===== src/rtl/vgaconsole_pkg.sv =====
// Shared constants, FSM state type and the glyph-row slicing helper for the console glyph path.
package vgaconsole_pkg;

    localparam int GLYPH_W   = 5;
    localparam int GLYPH_H   = 7;
    localparam int FONT_BITS = 35;
    localparam int CODE_MIN  = 32;
    localparam int CODE_MAX  = 127;
    localparam int COL_W     = 3;
    localparam int SCALE_W   = 2;

    typedef enum logic {
        IDLE  = 1'b0,
        SHIFT = 1'b1
    } glyph_state_t;

    // Row r lives in bitmap[5r+4:5r] with bit 5r as the leftmost pixel; rows past the glyph are blank.
    function automatic logic [GLYPH_W-1:0] row_slice(
        input logic [FONT_BITS-1:0] bitmap,
        input logic [2:0]           row
    );
        logic [GLYPH_W-1:0] s;
        s = '0;
        for (int r = 0; r < GLYPH_H; r++) begin
            if (row == 3'(r)) begin
                s = bitmap[r*GLYPH_W +: GLYPH_W];
            end
        end
        return s;
    endfunction

endpackage


===== src/rtl/vgaconsole_pixel_counter.sv =====
// Column/scale counter pair walking one glyph cell; flags the strobe that finishes the cell.
// Latency: end_of_glyph is combinational on the final advance. Backpressure: advances only when told to.
module vgaconsole_pixel_counter
    import vgaconsole_pkg::*;
#(
    parameter int GAP_COLS = 1,
    parameter int SCALE_X  = 1
) (
    input  logic             clk,
    input  logic             rst_n,
    input  logic             clear,
    input  logic             advance,
    output logic [COL_W-1:0] col,
    output logic             end_of_glyph
);

    localparam logic [COL_W-1:0]   COL_LAST   = COL_W'(GLYPH_W + GAP_COLS - 1);
    localparam logic [SCALE_W-1:0] SCALE_LAST = SCALE_W'(SCALE_X - 1);

    logic [SCALE_W-1:0] scale;

    assign end_of_glyph = advance && (col == COL_LAST) && (scale == SCALE_LAST);

    always_ff @(posedge clk or negedge rst_n) begin
        if (!rst_n) begin
            col   <= '0;
            scale <= '0;
        end else if (clear) begin
            col   <= '0;
            scale <= '0;
        end else if (advance) begin
            if (scale == SCALE_LAST) begin
                scale <= '0;
                col   <= (col == COL_LAST) ? '0 : col + 1'b1;
            end else begin
                scale <= scale + 1'b1;
            end
        end
    end

endmodule


===== src/rtl/vgaconsole_glyph_shifter.sv =====
// Accepts character codes, slices the selected glyph row from the ROM and serializes it one pixel per pixel_en.
// Latency: first pixel on the pixel_en after the load. Backpressure: char_ready drops while hold is full mid-glyph.
module vgaconsole_glyph_shifter
    import vgaconsole_pkg::*;
#(
    parameter int GAP_COLS = 1,
    parameter int SCALE_X  = 1
) (
    input  logic                 clk,
    input  logic                 rst_n,
    input  logic                 char_valid,
    output logic                 char_ready,
    input  logic [6:0]           char_code,
    input  logic [2:0]           row_sel,
    output logic [6:0]           rom_addr,
    input  logic [FONT_BITS-1:0] rom_data,
    input  logic                 pixel_en,
    output logic                 pixel_out,
    output logic                 busy,
    output logic                 underrun
);

    glyph_state_t state_q, state_d;

    logic [GLYPH_W-1:0] slice_s, slice_h, in_slice;
    logic               hold_full;
    logic [COL_W-1:0]   col;
    logic               eog;
    logic               avail, load_now, xfer;
    logic               load_shift, from_hold, hold_set, hold_clr, underrun_d;
    logic               pix_bit;
    logic               advance;

    assign rom_addr = char_code;
    assign in_slice = row_slice(rom_data, row_sel);

    // The shifter can take a new slice whenever it is idle or finishing the current cell.
    assign avail      = (state_q == IDLE) || eog;
    assign load_now   = hold_full && avail;
    assign char_ready = !hold_full || load_now;
    assign xfer       = char_valid && char_ready;
    assign advance    = (state_q == SHIFT) && pixel_en;
    assign busy       = (state_q == SHIFT) || hold_full;

    vgaconsole_pixel_counter #(
        .GAP_COLS (GAP_COLS),
        .SCALE_X  (SCALE_X)
    ) u_counter (
        .clk          (clk),
        .rst_n        (rst_n),
        .clear        (load_shift),
        .advance      (advance),
        .col          (col),
        .end_of_glyph (eog)
    );

    always_comb begin
        pix_bit = 1'b0;
        if (col < COL_W'(GLYPH_W)) begin
            pix_bit = slice_s[col];
        end
    end

    always_comb begin
        state_d    = state_q;
        load_shift = 1'b0;
        from_hold  = 1'b0;
        hold_set   = 1'b0;
        hold_clr   = 1'b0;
        underrun_d = 1'b0;
        case (state_q)
            IDLE: begin
                if (hold_full) begin
                    load_shift = 1'b1;
                    from_hold  = 1'b1;
                    hold_clr   = 1'b1;
                    hold_set   = xfer;
                    state_d    = SHIFT;
                end else if (xfer) begin
                    load_shift = 1'b1;
                    state_d    = SHIFT;
                end
            end
            SHIFT: begin
                if (eog) begin
                    if (hold_full) begin
                        load_shift = 1'b1;
                        from_hold  = 1'b1;
                        hold_clr   = 1'b1;
                        hold_set   = xfer;
                    end else if (xfer) begin
                        load_shift = 1'b1;
                    end else begin
                        underrun_d = 1'b1;
                        state_d    = IDLE;
                    end
                end else begin
                    hold_set = xfer;
                end
            end
            default: state_d = IDLE;
        endcase
    end

    always_ff @(posedge clk or negedge rst_n) begin
        if (!rst_n) begin
            state_q <= IDLE;
        end else begin
            state_q <= state_d;
        end
    end

    always_ff @(posedge clk or negedge rst_n) begin
        if (!rst_n) begin
            slice_s <= '0;
        end else if (load_shift) begin
            slice_s <= from_hold ? slice_h : in_slice;
        end
    end

    // A refill at end-of-glyph that also accepts a character keeps hold full.
    always_ff @(posedge clk or negedge rst_n) begin
        if (!rst_n) begin
            slice_h   <= '0;
            hold_full <= 1'b0;
        end else begin
            if (hold_set) begin
                slice_h <= in_slice;
            end
            if (hold_set) begin
                hold_full <= 1'b1;
            end else if (hold_clr) begin
                hold_full <= 1'b0;
            end
        end
    end

    always_ff @(posedge clk or negedge rst_n) begin
        if (!rst_n) begin
            pixel_out <= 1'b0;
            underrun  <= 1'b0;
        end else begin
            underrun <= underrun_d;
            if (pixel_en) begin
                pixel_out <= (state_q == SHIFT) ? pix_bit : 1'b0;
            end
        end
    end

endmodule


===== config.mk =====
export PLATFORM = sky130hd
export DESIGN_NAME = vgaconsole_glyph_shifter
export DESIGN_NICKNAME = d
export VERILOG_FILES = /design/src/rtl/vgaconsole_pkg.sv /design/src/rtl/vgaconsole_pixel_counter.sv /design/src/rtl/vgaconsole_glyph_shifter.sv
export SDC_FILE = /design/constraint.sdc
export NUM_CORES = 1
export LEC_CHECK = 0
export ABC_AREA = 1
export CAP_MARGIN = 20
export CORE_MARGIN = 5
export CORE_UTILIZATION = 42
export CTS_CLUSTER_SIZE = 24
export DETAILED_ROUTE_END_ITERATION = 10
export GPL_TIMING_DRIVEN = 1
export PLACE_DENSITY = 0.85
export SKIP_LAST_GASP = 1
export SLEW_MARGIN = 15
export SYNTH_ARGS = -nofsm -noshare
export SYNTH_HDL_FRONTEND = slang
export SYNTH_SLANG_ARGS = --single-unit

===== constraint.sdc =====
create_clock -name clk -period 1.8 [get_ports clk]
set_clock_uncertainty 0.15 [all_clocks]
set_input_delay 0.18 -clock clk [delete_from_list [all_inputs] [get_ports clk]]
set_output_delay 0.18 -clock clk [all_outputs]
set_load 0.01 [all_outputs]

Word level (Yosys, flattened, before mapping):

Index checks and enable logic that the tools add are counted.

* register bits after elaboration: 19

* add/subtract/negate cells: 2
* bitwise gates (word level): 1
* equal/unequal tests: 7
* magnitude comparators: 2
* multiplexer cells: 37
* reduce and logical (&&, ||, !) cells: 15

Operators with widths (count)
* two-way mux 5 bit: 8
* two-way mux 1 bit: 17
* == test 3 bit (second input constant): 4
* two-way mux 3 bit: 4
* one-hot mux 1 bit (2 select lines): 4
* == test 3 x 2 -> 1 bit (second input constant): 2
* two-way mux 2 bit: 3
* nonzero test 2 bit: 3
* logical AND 1 bit: 5
* < comparator 3 x 4 -> 1 bit (second input constant): 1
* adder 3 x 1 -> 3 bit (second input constant): 1
* binary-select mux 1 bit (select 3 bit): 1
* == test 3 x 1 -> 1 bit (second input constant): 1
* zero test 3 bit: 1
* logical OR 1 bit: 3
* < comparator 3 bit (second input constant): 1
* adder 2 x 1 -> 2 bit (second input constant): 1
* zero test 2 bit: 1
* AND reduction 2 bit: 1
* zero test 1 bit: 1
* NOT 1 bit: 1

Depth between registers and ports, before layout:

* depth in word-level cells: 13
* depth in mapped cells: 11
* depth with buffers taken out: 11

Cells and area by module:

Synthesis repeated with hierarchy kept, for this count alone.

* cell total of the unflattened synthesis: 197
* area, all modules: 1362.6 µm²

By module, submodules not included
* vgaconsole_glyph_shifter: area each 1087.3 µm², cells an instance 164, sequential area each 350.3 µm², times used 1
* vgaconsole_pixel_counter: area each 275.3 µm², cells an instance 33, sequential area each 125.1 µm², times used 1

Worst setup path before layout:

Ideal clock, no wire load.

* kind: flip-flop to flip-flop
* from: register u_counter.scale[0]
* to: register slice_h[0]
* path slack: 193 ps
* required time: 1524 ps
* cell stages (with the launch flop): 12
* data arrival time: 1331 ps
* period minus slack after synthesis: 1607 ps
* cell sequence: dfrtp_1 inv_1 ha_1 inv_1 nor2_4 nand2_2 o21ai_4 nand2_1 nand2_2 nor2_4 nand2_1 o21ai_0

* longest elaborated chain between the ends: 9

Ends and longest elaborated chain
* start, declared: line vgaconsole_pixel_counter.sv:20 `logic [SCALE_W-1:0] scale;`
* start signal, assigned: line vgaconsole_pixel_counter.sv:36 `scale <= scale + 1'b1;`
* zero test 2 bit *: line vgaconsole_pixel_counter.sv:22 `assign end_of_glyph = advance && (col == COL_LAST) && (scale == SCALE_LAST);`
* logical AND 1 bit *: line vgaconsole_pixel_counter.sv:22
* logical OR 1 bit: line vgaconsole_glyph_shifter.sv:38 `assign avail = (state_q == IDLE) || eog;`
* logical AND 1 bit: line vgaconsole_glyph_shifter.sv:39 `assign load_now = hold_full && avail;`
* logical OR 1 bit: line vgaconsole_glyph_shifter.sv:40 `assign char_ready = !hold_full || load_now;`
* logical AND 1 bit: line vgaconsole_glyph_shifter.sv:41 `assign xfer = char_valid && char_ready;`
* two-way mux 1 bit: line vgaconsole_glyph_shifter.sv:73, vgaconsole_glyph_shifter.sv:86
* two-way mux 1 bit: line vgaconsole_glyph_shifter.sv:85 `if (eog) begin`
* one-hot mux 1 bit (2 select lines) *: line vgaconsole_glyph_shifter.sv:71 `case (state_q)`
* end signal, assigned: line vgaconsole_glyph_shifter.sv:128 `slice_h <= in_slice;`
* end, declared: line vgaconsole_glyph_shifter.sv:25 `logic [GLYPH_W-1:0] slice_s, slice_h, in_slice;`

Mark *: on every way between the ends. The rest lies on a longest branch, timed or not.
A chain may end at the register's enable or synchronous reset.

Final worst setup path:

* from: register u_counter.scale[0]
* to: output port char_ready

* longest elaborated chain between the ends: 5

Ends and longest elaborated chain
* zero test 2 bit: line vgaconsole_pixel_counter.sv:22
* logical AND 1 bit: line vgaconsole_pixel_counter.sv:22
* logical OR 1 bit: line vgaconsole_glyph_shifter.sv:38
* logical AND 1 bit: line vgaconsole_glyph_shifter.sv:39
* logical OR 1 bit: line vgaconsole_glyph_shifter.sv:40
* end, declared: line vgaconsole_glyph_shifter.sv:12 `output logic char_ready,`

No other way between the ends.

==> flow_summary.yaml <==
drt:
  drc_errors: 0
  drtPass1Iterations: 4
  maxUsedRoutingLayer: "met4"
  route.detailed.vias_per_inst: 4.95
  detail_route.iter0.violations: 102
  route.met3.wl_um: 168
  wl_met2_mm: 2.06
  route.vias.total: 1599
  routedLengthMet1_mm: 1.76
  number_of_nets_with_antenna_violations_after_detailed_routing: 0
  routed_wire_length_per_instance_um: 12.5
  route.final.wire_length_mm: 4.04
setup_path:
  critical_path_s_largest_stage_delay_ns: 0.40
  r2r_setup_slack_ns: -0.06
  critical_path_arrival_ns: 1.53
  path_cells: "inv_2, ha_4, inv_4, nor2_4, nand2_2, o21ai_4, nor2_2, inv_2, buf_2"
  reg2reg_to: "u_counter.col[2]$_DFFE_PN0P_"
  reg2reg_depth: 13
  slowest_stage: "sky130_fd_sc_hd__dfrtp_1"
  worst_setup_path_end_kind: "primary output"
  cp-start-kind: "flip-flop"
  cp_common_cell: "sky130_fd_sc_hd__inv_2"
  crit_fanout: 2
  cp_data_required_time_ns: 1.47
  worst-setup-path-type: "reg -> out"
  worstReg2RegStart: "u_counter.scale[0]$_DFFE_PN0P_"
logic_synthesis:
  synth_warnings: 0
  ys_top_cells_by_count: "sky130_fd_sc_hd__nand2_1, sky130_fd_sc_hd__inv_1, sky130_fd_sc_hd__nand3_1, sky130_fd_sc_hd__dfrtp_1, sky130_fd_sc_hd__nor2_1"
  synth_seq_cells: 19
  dominantRegCellSynth: "sky130_fd_sc_hd__dfrtp_1"
  yosysUniqueCellTypes: 23
  synth_top_area_share: 0.344
  synthTopCellsByArea: "sky130_fd_sc_hd__dfrtp_1, sky130_fd_sc_hd__nand2_1, sky130_fd_sc_hd__inv_1"
  synth.avg_cell_area_sq_um: 6.64
  synthCells: 208
  synth_compound_area_frac: 0.113
  mappedNetlistArea_sq_um: 1380
  combinational_family_with_the_most_area_after_synthesis: "simple AND/OR/NAND/NOR gates"
  post_synth_xor_area_fraction: 0
  synth_enable_flop_cells: 0
  synthMostInstantiatedCell: "sky130_fd_sc_hd__nand2_1"
  async_reset_ff_frac: 1.00
  synth_nets: 259
  synthAdderAreaFrac: 0.0181
  synthDominantAreaCellType: "sky130_fd_sc_hd__dfrtp_1"
  synth.area.mux_share: 0
  yosys.area_share.simple: 0.385
  synth_sequential_area_ratio: 0.344
global_routing:
  wire_length_of_the_first_global_routing_pass_mm: 6.44
  grt_antenna_before_repair: 0
  groute.usage.overall: 0.186
  via_count_of_the_first_global_routing_pass: 1489
  grt_start_max_net_pins: 20
  globalRouteOverflowTotal: 0
sta:
  relSlewSlack: 0.832
  timing.final.max_slew_violations: 0
  clock.fmax_mhz: 538
  least_setup_slack_across_all_paths_after_layout_ns: -0.0578
  unrepaired_setup_endpoints_after_global_routing: "true"
  max_slew.worst_pin.slew_ns: 0.251
  setup_viol_count_final: 12
  final_min_period_over_clock_period: 1.03
  layout_min_cycle_time_ns: 1.86
  finalHoldViolations: 0
pwr:
  total_power_uw: 1500
  clockPowerShare: 0.145
  combPwrFrac: 0.444
  max-vdd-ir-drop_mv: 0.607
  static_leakage_power_uw: 0.00107
  power_switching_uw: 540
  netSwitchingFraction: 0.361
  power.density_cell_area_nw_per_um2: 699
  seq_power_share: 0.411
  p_int_uw: 958
final_layout:
  finish.net_count: 331
  antenna_cells: 0
  final_layout_size_suffix_gt1_frac: 0.211
  layout.area.seq_sq_um: 475
  syn_to_final_growth_pct: 55.3
  utilization: 0.691
  layout_fillers: 273
  multi_input_area_sq_um: 772
place:
  dp_hpwl_mm: 3.07
  routabilityCongestion: 0.871
  io_buffers: 45
floorplanning:
  coreArea_sq_um: 3100
  io_pins: 60
  floorplan.die.width_um: 67.4
  dieArea_sq_um: 4540
  initial_core_util: 0.445
  die-height_um: 67.4
  rows: 20
run:
  maxCapViolations: 0
clocking:
  htreeDepth: 1
  cts_root_buffer: "sky130_fd_sc_hd__clkbuf_4"
  insertion_delay_ns: 0.30
  tritoncts.num_buffers: 3
  clk_pin_slew_worst_paths_ns: 0.11
  tritoncts_clock_tree: "yes"
  cts_buffer_depth: 2
  numClockSinks: 19
run_status:
  status: "complete, but fails checks"
  failing_checks: "negative setup slack"
hold_path:
  worstHoldPathType: "in -> async"
==> metrics by stage <==
stage	instance area [sq um]	instances	setup TNS (ns)	hold slack (ns)	setup WS [ns]
after floorplan	1380	208	0	-0.266	0.193
after global placement	2020	314	-1.18	0.210	-0.292
after detailed placement	2020	314	-1.80	0.210	-0.307
after CTS	2090	323	-0.0724	0.0508	-0.0601
after global routing	2140	323	-2.32	0.0558	-0.184
final	2140	323	-0.365	0.0464	-0.0578
==> worst max-delay path by stage <==
| stage | startpoint | endpoint | slack (ns) | cells after the start |
|---|---|---|---|---|
| floorplan | u_counter.scale[0]$_DFFE_PN0P_ | slice_h[0]$_DFFE_PN0P_ | 0.19 | 11 |
| global placement | pixel_en | char_ready | -0.29 | 8 |
| detailed placement | pixel_en | char_ready | -0.31 | 8 |
| CTS | u_counter.scale[0]$_DFFE_PN0P_ | char_ready | -0.06 | 9 |
| global route | u_counter.scale[0]$_DFFE_PN0P_ | u_counter.col[1]$_DFFE_PN0P_ | -0.18 | 12 |
| finish | u_counter.scale[0]$_DFFE_PN0P_ | char_ready | -0.06 | 9 |
==> logic make-up after synthesis <==
family / Yosys count
compound gates: 27
fa+ha+maj: 2
buf+inv: 42
flops: 19
simple gates: 118
==> power by group through the flow <==
stage	logic (uW)	registers [uW]	clock network, uW
3_5_place_dp	592	622	0
3_3_place_gp	572	618	0
4_1_cts	628	614	221
5_1_grt	749	629	244
6_report	666	616	217
2_1_floorplan	335	618	0
==> critical path: cells and delay by family (launching register included) <==
family,cells,cell delay (ns)
flip-flops,1,0.40
buffers and inverters,4,0.30
AND/OR/NAND/NOR,3,0.23
adder cells (fa/ha/maj),1,0.15
AO/OA/AOI/OAI,1,0.15
==> routing by layer <==
layer / up-vias / global-route usage
met5: - / 0
met4: 0 / 0.0253
met3: 8 / 0.0300
met2: 30 / 0.324
met1: 756 / 0.248
li1: 805 / -
==> cell type report <==
type / count / share of cell area
Clock buffer: 3 / 0.0105
Sequential cell: 19 / 0.222
Inverter: 32 / 0.0572
Clock inverter: 1 / 0.00233
Timing Repair Buffer: 76 / 0.323
Tap cell: 44 / 0.0257
Multi-Input combinational cell: 148 / 0.360
==> timing repair <==
item,in CTS,in global routing
pin swaps,2,2
resized for setup,10,17
hold endpoints to repair,0,0
hold buffers,0,0
buffers inserted,5,1
gates cloned,0,1
endpoints found under the setup margin,5,19
==> cells in the final DEF (no fill, tap or decap), types with 2 or more instances in the layout <==
cell type                         synthesis  routed
sky130_fd_sc_hd__nor2_4                   2       2
sky130_fd_sc_hd__o22ai_1                  2       2
sky130_fd_sc_hd__clkdlybuf4s50_1          0      43
sky130_fd_sc_hd__buf_4                    7      28
sky130_fd_sc_hd__nand3_1                 20      20
sky130_fd_sc_hd__nand2_2                  3       3
sky130_fd_sc_hd__inv_1                   31      26
sky130_fd_sc_hd__nor2_2                   0       3
sky130_fd_sc_hd__clkbuf_4                 0       3
sky130_fd_sc_hd__nand2_4                  1       3
sky130_fd_sc_hd__inv_2                    0       4
sky130_fd_sc_hd__nor2_1                  18      16
sky130_fd_sc_hd__nand2_1                 59      56
sky130_fd_sc_hd__buf_6                    1       3
sky130_fd_sc_hd__nand4_1                  7       7
sky130_fd_sc_hd__or2_2                    3       3
sky130_fd_sc_hd__nor3_1                   4       4
sky130_fd_sc_hd__o21ai_0                 13      12
sky130_fd_sc_hd__a21oi_1                  8       7
sky130_fd_sc_hd__o211ai_1                 3       3
sky130_fd_sc_hd__dfrtp_1                 19      19
==> flip-flops by register name (all words and copies together) (netlist names) <==
name and count:
slice_h 5, u_counter.scale 2, pixel_out 1, slice_s 5
u_counter.col 3, state_q 1, underrun 1, hold_full 1
No activity file was read; power rests on OpenSTA's default activity.
